==> src/rtl/cpu_pkg.sv <==
// Shared constants and loader state encoding for the program loader slice.
// The CHK state exists only when PROGRAM_LOADER_CHECKSUM_EN is defined.
package cpu_pkg;

    localparam int unsigned INSTR_W        = 32;
    localparam int unsigned BYTES_PER_WORD = INSTR_W / 8;
    localparam logic [INSTR_W-1:0] HALT_WORD_DEFAULT = 32'hFFFF_FFFF;

    typedef enum logic [2:0] {
        ST_IDLE  = 3'd0,
        ST_LOAD  = 3'd1,
        ST_DONE  = 3'd2,
        ST_ERROR = 3'd3
`ifdef PROGRAM_LOADER_CHECKSUM_EN
        ,
        ST_CHK   = 3'd4
`endif
    } state_t;

endpackage

==> src/rtl/program_loader_byte_packer.sv <==
// Big-endian byte-to-word packer: first byte of a word lands in the top byte.
// word_valid_c/word_c are combinational and describe the word completed this cycle.
module byte_packer
    import cpu_pkg::*;
#(
    parameter int unsigned B   = INSTR_W,
    parameter int unsigned BPW = BYTES_PER_WORD
) (
    input  logic         clk,
    input  logic         reset,
    input  logic         clear,
    input  logic         byte_valid,
    input  logic [7:0]   byte_data,
    output logic         word_valid_c,
    output logic [B-1:0] word_c
);

    localparam int unsigned CNT_W = (BPW > 1) ? $clog2(BPW) : 1;
    localparam logic [CNT_W-1:0] LAST_CNT = CNT_W'(BPW - 1);

    logic [B-1:0]     shreg_q;
    logic [CNT_W-1:0] cnt_q;

    assign word_valid_c = byte_valid && (cnt_q == LAST_CNT);
    assign word_c       = B'({shreg_q, byte_data});

    // Clear discards any partial word; it has priority over an incoming byte.
    always_ff @(posedge clk or posedge reset) begin
        if (reset) begin
            shreg_q <= '0;
            cnt_q   <= '0;
        end else if (clear) begin
            shreg_q <= '0;
            cnt_q   <= '0;
        end else if (byte_valid) begin
            shreg_q <= word_c;
            cnt_q   <= word_valid_c ? '0 : cnt_q + CNT_W'(1);
        end
    end

endmodule

==> src/rtl/program_loader.sv <==
// Streams bytes into instruction memory as words until HALT, then raises cpu_enable.
// Optional trailing checksum byte check is enabled by PROGRAM_LOADER_CHECKSUM_EN.
module program_loader
    import cpu_pkg::*;
#(
    parameter int unsigned   B         = INSTR_W,
    parameter int unsigned   N_ADDR    = 10,
    parameter logic [B-1:0]  HALT_WORD = B'(HALT_WORD_DEFAULT)
) (
    input  logic              clk,
    input  logic              reset,
    input  logic              start,
    input  logic [7:0]        rx_data,
    input  logic              rx_valid,
    output logic              imem_we,
    output logic [N_ADDR-1:0] imem_addr,
    output logic [B-1:0]      imem_wdata,
    output logic              busy,
    output logic              done,
    output logic              cpu_enable,
    output logic              overflow_err,
    output logic [N_ADDR:0]   word_count
);

    localparam logic [N_ADDR-1:0] PTR_MAX = '1;

    state_t            state_q, state_d;
    logic [N_ADDR-1:0] ptr_q, ptr_d;
    logic [N_ADDR-1:0] addr_q, addr_d;
    logic [B-1:0]      wdata_q, wdata_d;
    logic [N_ADDR:0]   wc_q, wc_d;
    logic              we_q, we_d;
    logic              busy_q, busy_d;
    logic              done_q, done_d;
    logic              cpu_en_q, cpu_en_d;
    logic              ovf_q, ovf_d;
    logic              pack_valid;
    logic              word_valid_c;
    logic [B-1:0]      word_c;
`ifdef PROGRAM_LOADER_CHECKSUM_EN
    logic [7:0]        csum_q, csum_d;
`endif

    // start wins over a same-cycle byte, so the byte never reaches the packer.
    assign pack_valid = (state_q == ST_LOAD) && rx_valid && !start;

    byte_packer #(
        .B   (B),
        .BPW (B / 8)
    ) u_packer (
        .clk          (clk),
        .reset        (reset),
        .clear        (start),
        .byte_valid   (pack_valid),
        .byte_data    (rx_data),
        .word_valid_c (word_valid_c),
        .word_c       (word_c)
    );

    always_ff @(posedge clk or posedge reset) begin
        if (reset) begin
            state_q  <= ST_IDLE;
            ptr_q    <= '0;
            addr_q   <= '0;
            wdata_q  <= '0;
            wc_q     <= '0;
            we_q     <= 1'b0;
            busy_q   <= 1'b0;
            done_q   <= 1'b0;
            cpu_en_q <= 1'b0;
            ovf_q    <= 1'b0;
`ifdef PROGRAM_LOADER_CHECKSUM_EN
            csum_q   <= '0;
`endif
        end else begin
            state_q  <= state_d;
            ptr_q    <= ptr_d;
            addr_q   <= addr_d;
            wdata_q  <= wdata_d;
            wc_q     <= wc_d;
            we_q     <= we_d;
            busy_q   <= busy_d;
            done_q   <= done_d;
            cpu_en_q <= cpu_en_d;
            ovf_q    <= ovf_d;
`ifdef PROGRAM_LOADER_CHECKSUM_EN
            csum_q   <= csum_d;
`endif
        end
    end

    // Next state and next values of the write port and status flags.
    always_comb begin
        state_d = state_q;
        ptr_d   = ptr_q;
        addr_d  = addr_q;
        wdata_d = wdata_q;
        wc_d    = wc_q;
        we_d    = 1'b0;
`ifdef PROGRAM_LOADER_CHECKSUM_EN
        csum_d  = csum_q;
`endif

        if (start) begin
            state_d = ST_LOAD;
            ptr_d   = '0;
            wc_d    = '0;
`ifdef PROGRAM_LOADER_CHECKSUM_EN
            csum_d  = '0;
`endif
        end else begin
            case (state_q)
                ST_LOAD: begin
`ifdef PROGRAM_LOADER_CHECKSUM_EN
                    if (pack_valid) begin
                        csum_d = csum_q ^ rx_data;
                    end
`endif
                    if (word_valid_c) begin
                        we_d    = 1'b1;
                        addr_d  = ptr_q;
                        wdata_d = word_c;
                        wc_d    = wc_q + (N_ADDR + 1)'(1);
                        // Pointer saturates at the top address instead of wrapping.
                        if (ptr_q != PTR_MAX) begin
                            ptr_d = ptr_q + N_ADDR'(1);
                        end
                        if (word_c == HALT_WORD) begin
`ifdef PROGRAM_LOADER_CHECKSUM_EN
                            state_d = ST_CHK;
`else
                            state_d = ST_DONE;
`endif
                        end else if (ptr_q == PTR_MAX) begin
                            state_d = ST_ERROR;
                        end
                    end
                end
`ifdef PROGRAM_LOADER_CHECKSUM_EN
                ST_CHK: begin
                    if (rx_valid) begin
                        state_d = (rx_data == csum_q) ? ST_DONE : ST_ERROR;
                    end
                end
`endif
                default: begin
                end
            endcase
        end

`ifdef PROGRAM_LOADER_CHECKSUM_EN
        busy_d = (state_d == ST_LOAD) || (state_d == ST_CHK);
`else
        busy_d = (state_d == ST_LOAD);
`endif
        done_d   = (state_d == ST_DONE);
        cpu_en_d = (state_d == ST_DONE);
        ovf_d    = (state_d == ST_ERROR);
    end

    assign imem_we      = we_q;
    assign imem_addr    = addr_q;
    assign imem_wdata   = wdata_q;
    assign busy         = busy_q;
    assign done         = done_q;
    assign cpu_enable   = cpu_en_q;
    assign overflow_err = ovf_q;
    assign word_count   = wc_q;

endmodule

==> config.mk <==
export PLATFORM = sky130hd
export DESIGN_NAME = program_loader
export DESIGN_NICKNAME = d
export VERILOG_FILES = /design/src/rtl/cpu_pkg.sv /design/src/rtl/program_loader_byte_packer.sv /design/src/rtl/program_loader.sv
export SDC_FILE = /design/constraint.sdc
export NUM_CORES = 1
export LEC_CHECK = 0
export ABC_AREA = 1
export CAP_MARGIN = 10
export CELL_PAD_IN_SITES_DETAIL_PLACEMENT = 1
export CELL_PAD_IN_SITES_GLOBAL_PLACEMENT = 1
export CORE_UTILIZATION = 41
export CTS_BUF_LIST = sky130_fd_sc_hd__clkbuf_2 sky130_fd_sc_hd__clkbuf_4 sky130_fd_sc_hd__clkbuf_8
export CTS_CLUSTER_SIZE = 30
export DETAILED_ROUTE_END_ITERATION = 10
export PLACE_DENSITY_LB_ADDON = 0.1
export SYNTH_ARGS = -nofsm -noshare
export SYNTH_HDL_FRONTEND = slang
export SYNTH_SLANG_ARGS = --single-unit
export TNS_END_PERCENT = 5
==> constraint.sdc <==
create_clock -name clk -period 4.8 [get_ports clk]
set_input_delay 1.44 -clock clk [delete_from_list [all_inputs] [get_ports clk]]
set_output_delay 1.44 -clock clk [all_outputs]
set_load 0.03 [all_outputs]
==> results of run 1 <==
## final cells by class
cell class | count | area, sq um | share of cell area
clock buffers | 10 | 138 | 0.0273
clock inverters | 5 | 40.0 | 0.00793
inverters | 52 | 196 | 0.0389
multi-input cells | 294 | 1380 | 0.274
flip-flops and latches | 96 | 2400 | 0.476
well taps | 129 | 161 | 0.0320
repair buffers | 74 | 728 | 0.144
## report_power, final
group / internal (mW) / total [mW] / switching, mW
logic: 0.0616 / 0.170 / 0.108
clock network: 0.204 / 0.501 / 0.297
registers: 0.837 / 0.857 / 0.0194
## registers in the layout (all words and copies together), names as in the netlist
| signal | count |
|---|---|
| imem_addr | 10 |
| word_count | 11 |
| overflow_err | 1 |
| cpu_enable | 1 |
| state_q | 3 |
| ptr_q | 10 |
| imem_wdata | 32 |
| u_packer.shreg_q | 24 |
| u_packer.cnt_q | 2 |
| busy | 1 |
| imem_we | 1 |
## layout by cell type (no fill, tap or decap), drive strengths merged, types with 3 or more instances in the layout
master         synthesis  routed
dfrtp                 96      96
buf                   10       5
inv                   51      52
clkinvlp               0       3
nand2                136     136
ha                     3       3
nor2                  45      45
a21oi                  7       7
nand3                 16      16
clkdlybuf4s50          0      69
nor3                   7       7
nand4                  3       3
o22ai                 16      16
clkbuf                 6      10
o21ai                 56      56
## worst reg2reg max path, delay by kind of cell (launching register included)
| kind | cells | cell delay, ns |
|---|---|---|
| buffers and inverters | 1 | 0.15 |
| flip-flops | 1 | 0.40 |
| AND/OR/NAND/NOR | 8 | 1.51 |
## routing by layer
metal	vias to the layer above	global-route usage	wire length, um
met3	8	0.0386	311
met5	-	0	0
li1	1587	-	-
met2	60	0.334	4510
met4	0	0.0635	88
met1	1568	0.300	5010
## cell families after synthesis
kind of cell,count (synthesis),share of synthesized area
AND/OR/NAND/NOR,209,0.220
flip-flops,96,0.591
AO/OA/AOI/OAI,81,0.107
buffers and inverters,68,0.0708
adder cells (fa/ha/maj),3,0.00923
XOR/XNOR,1,0.00215
## final timing paths
check                                       to            from  slack [ns]  depth (start not counted)
setup / recovery                      ptr_q[4]           start        1.21                         10
hold / removal                  imem_wdata[21]  imem_wdata[21]        0.49                          2
setup reg to reg                      ptr_q[4]      state_q[2]        2.68                          9
hold reg to reg                 imem_wdata[21]  imem_wdata[21]        0.49                          2
max in group asynchronous  u_packer.shreg_q[6]           reset        2.57                          3
min in group asynchronous        word_count[5]           reset        1.48                          2
==> flow_summary.json, run 1 <==
{
  "tritoncts": "yes",
  "finalClockSkew_ns": 0.0128,
  "clkLatencyLatePin_ns": 0.37,
  "vdd_ir_drop_max_mv": 0.141,
  "worstSetupStartpointType": "input pin",
  "ys_ff_latch": 96,
  "drv_slew": 0,
  "drtIter0Drc": 85,
  "synthCells": 458,
  "syn_nets": 473,
  "critical_path_arrival_ns": 3.90,
  "place_congestion": 0.765,
  "final_cell_area_sq_mm": 0.00505,
  "period_minus_slack_ns": 3.59,
  "grt_overflow": 0,
  "power_mw": 1.53,
  "num_antenna_cells": 0,
  "placedInstanceArea_sq_mm": 0.00487,
  "routed_wl_um": 9920,
  "place_worst_setup_slack_ns": 0.778,
  "yosysSeqAreaShare": 0.591,
  "cp_slowest_cell": "clkdlybuf4s50_1",
  "dr.pass1.iters": 4,
  "p_leak_nw": 2.21,
  "stdcell_count": 660,
  "ys_types": 31,
  "holdBufCountCts": 0,
  "crit_chain": "clkdlybuf4s50_1 > inv_2 > nand3_4 > nor2_4 > nand2_2 > inv_1 > nand2_1 > nand2_1 > nand2_1 > nor2_1",
  "p_per_area_mw_per_mm2": 302,
  "grt_max_degree": 66,
  "fillers": 1132,
  "final_core_util": 0.536,
  "ys.flop_type": "dfrtp_1",
  "cts_buffers": 9,
  "setup_viol": 0,
  "htree_num_levels": 3,
  "die_w_um": 102,
  "wl_per_cell_um": 15.0,
  "synth_edf_count": 0,
  "avgViaCountPerCell": 4.88,
  "io_pins": 70,
  "fin_crit_sh": 0.748,
  "yosysTopAreaCellShare": 0.591,
  "avgSynthCellArea_sq_um": 8.88,
  "required_ns": 5.10,
  "whs_ns": 0.491,
  "path_class": "in2reg",
  "clk_pin_slew_ns": 0.10,
  "cp_max_fo": 24,
  "synth_top_cell_by_area": "dfrtp_1",
  "start_util": 0.432,
  "numPortBuffers": 69,
  "antenna_found_initial": 0,
  "setup_ws_ns": 1.21,
  "clk_path_buf_depth": 2,
  "path_common_cell": "nand2_1",
  "nNetsFinal": 542,
  "setup_tns_ns": 0,
  "drive_above_1_share": 0.0678,
  "dp_hpwl_um": 7040,
  "design.core.area_sq_mm": 0.00942,
  "core.rowCount": 35,
  "cts_setup_buffers": 0,
  "crit_family": "simple AND/OR/NAND/NOR gates",
  "cts.sinks": 96,
  "grt_usage": 0.212,
  "place_inst": 645,
  "status": "finished clean",
  "drcViolationCount": 0,
  "rsz0062_at_grt": "no",
  "drv_cap": 0,
  "grt_pass1_wl_um": 16900,
  "ys_warn_count": 0,
  "first_global_vias": 3408,
  "netlist_area_sq_mm": 0.00407,
  "max_slew_margin": 0.541,
  "min_path_type": "reg2reg",
  "tightest_slew_ns": 0.688,
  "timing_hold_violations_final": 0,
  "synth_common_cells": "nand2_1 (132), dfrtp_1 (96), o21ai_0 (55), inv_1 (49), nor2_1 (41)",
  "dieArea_sq_mm": 0.0103,
  "synth-async-reset-ratio": 1.00,
  "critPathCaptureType": "register",
  "ant_nets": 0,
  "max_stage_delay_ns": 0.54,
  "fp.dieH_um": 102,
  "max_freq_mhz": 278,
  "ys_top_cells_by_area": "dfrtp_1 (59%), nand2_1 (12%), o21ai_0 (6.8%)",
  "num_vias": 3223,
  "cts-root-buf": "clkbuf_8",
  "cts_resized": 0,
  "worst-path-buf-inv": 3,
  "synth.most_common_cell": "nand2_1",
  "area_growth_pct": 24.2
}
Note: power is estimated with default switching activity, not from simulation.
==> inputs of run 2 (changes only) <==
==> constraint.sdc (replaced) <==
create_clock -name clk -period 3.76 [get_ports clk]
set_input_delay 1.128 -clock clk [delete_from_list [all_inputs] [get_ports clk]]
set_output_delay 1.128 -clock clk [all_outputs]
set_load 0.03 [all_outputs]
==> run 2 against run 1 <==
Flip-flop and latch count is the same. Final cell count is the same. Critical path depth shrank 2. Critical endpoint is now ptr_q[3].
==> flow_summary.json, run 2 (synthesized netlist as in run 1, its figures left out) <==
{
  "tightest_slew_ns": 0.640,
  "p_leak_nw": 2.26,
  "design.core.area_sq_mm": 0.00942,
  "ant_nets": 0,
  "clockPowerShare": 0.379,
  "path_class": "in2reg",
  "clk_pin_slew_ns": 0.09,
  "start_util": 0.432,
  "setup_ws_ns": 0.778,
  "stdcell_count": 660,
  "drive_above_1_share": 0.0678,
  "fp.dieH_um": 102,
  "max_stage_delay_ns": 0.53,
  "antenna_found_initial": 0,
  "rsz0062_at_grt": "no",
  "r2r_end": "ptr_q[3]",
  "drtIter0Drc": 126,
  "dr.pass1.iters": 4,
  "drv_slew": 0,
  "first_global_vias": 3509,
  "dp_hpwl_um": 7130,
  "holdBufCountCts": 0,
  "cp_max_fo": 18,
  "cts_setup_buffers": 0,
  "cts_buffers": 9,
  "ff2ff_setup_slack_ns": 1.75,
  "intPower_mw": 1.59,
  "wl_per_cell_um": 15.4,
  "worstSetupStartpointType": "input pin",
  "cts-root-buf": "clkbuf_8",
  "htree_num_levels": 3,
  "cts_resized": 0,
  "grt_usage": 0.218,
  "avgViaCountPerCell": 4.97,
  "vdd_ir_drop_max_mv": 0.208,
  "min_path_cells": 2,
  "r2r_cells": 7,
  "period_minus_slack_ns": 2.98,
  "num_antenna_cells": 0,
  "drcViolationCount": 0,
  "grt_overflow": 0,
  "crit_chain": "clkdlybuf4s50_1 > inv_2 > nand3_4 > nor2_4 > nand2_2 > o21ai_0 > nand2_1 > nor2_1",
  "min_path_type": "reg2reg",
  "core.rowCount": 35,
  "finalClockSkew_ns": 0.00975,
  "comb_power_share": 0.104,
  "die_w_um": 102,
  "required_ns": 4.05,
  "p_switching_uw": 527,
  "seq_power_share": 0.518,
  "clkLatencyLatePin_ns": 0.36,
  "final_common_cell": "nand2_1",
  "hold_end": "imem_wdata[25]",
  "max_slew_margin": 0.573,
  "dieArea_sq_mm": 0.0103,
  "setup_viol": 0,
  "p_sw_frac": 0.249,
  "largest_reg_flops": 32,
  "critPathCaptureType": "register",
  "clk_path_buf_depth": 2,
  "final_cell_mix": "nand2_1 (132), dfrtp_1 (96), clkdlybuf4s50_1 (69)",
  "setup_tns_ns": 0,
  "place_congestion": 0.770,
  "grt_max_degree": 66,
  "area_growth_pct": 25.9,
  "io_pins": 70,
  "grt_pass1_wl_um": 17200,
  "fillers": 1136,
  "routed_wl_um": 10200,
  "num_vias": 3278,
  "timing_hold_violations_final": 0,
  "status": "finished clean",
  "cp_slowest_cell": "clkdlybuf4s50_1",
  "fin_crit_sh": 0.793,
  "cts.sinks": 96,
  "place_worst_setup_slack_ns": 0.507,
  "worstHoldStart": "imem_wdata[25]",
  "critical_path_arrival_ns": 3.27,
  "tritoncts": "yes",
  "numPortBuffers": 69,
  "r2r-start": "state_q[2]",
  "nNetsFinal": 542,
  "place_inst": 645,
  "drv_cap": 0,
  "p_per_area_mw_per_mm2": 413,
  "max_freq_mhz": 335
}
-- run 2: cell count changes in the layout (fill, tap and decap cells not counted), sizes merged --
| cell | previous run | this run |
|---|---|---|
| bufinv | 0 | 3 |
| clkbuf | 10 | 9 |
| clkinv | 2 | 5 |
| clkinvlp | 3 | 0 |
| inv | 52 | 50 |
-- run 2: final cells by class --
type,instances,area (sq um),share of cell area
sequential,96,2400,0.469
multi-input combinational,294,1380,0.270
timing repair buffer,74,741,0.145
inverter,52,196,0.0384
tap,129,161,0.0315
clock buffer,9,124,0.0242
clock inverter,6,109,0.0213
-- run 2: layer usage --
metal / part of all wire / global-route usage / vias to the layer above
met4: 0.014 / 0.0803 / 0
met2: 0.47 / 0.346 / 62
met5: 0 / 0 / -
met1: 0.48 / 0.300 / 1614
li1: - / - / 1593
met3: 0.037 / 0.0400 / 9
-- run 2: stage by stage --
step / area (sq um) / power, mW / hold WS (ns) / utilization
floorplan: 4070 / 1.23 / 0.496 / -
global route: 5120 / 2.19 / 0.522 / 0.544
global placement: 4880 / 1.33 / 0.465 / 0.519
CTS: 5120 / 2.13 / 0.501 / 0.544
detailed placement: 4880 / 1.33 / 0.473 / 0.519
finish: 5120 / 2.11 / 0.491 / 0.544
-- run 2: worst max-delay path by stage --
| stage | startpoint | to | slack [ns] | depth (start not counted) |
|---|---|---|---|---|
| after detailed placement | start | ptr_q[4] | 0.51 | 9 |
| after floorplan | reset | busy | 0.13 | 1 |
| final | start | ptr_q[3] | 0.78 | 8 |
| after CTS | start | ptr_q[3] | 0.75 | 8 |
| after global routing | start | ptr_q[3] | 0.55 | 8 |
| after global placement | start | ptr_q[4] | 0.57 | 9 |
-- run 2: worst max-delay path: cells and delay by family --
kind | cells | cell delay [ns]
AND/OR/NAND/NOR | 5 | 1.07
buffers and inverters | 2 | 0.83
AO/OA/AOI/OAI | 1 | 0.25
-- run 2: power groups by stage --
stage	sequential, mW	clock, mW	combinational [mW]
global route	1.10	0.854	0.241
global placement	1.11	0	0.216
CTS	1.09	0.815	0.223
finish	1.09	0.800	0.219
detailed placement	1.11	0	0.222
floorplan	1.16	0	0.0702
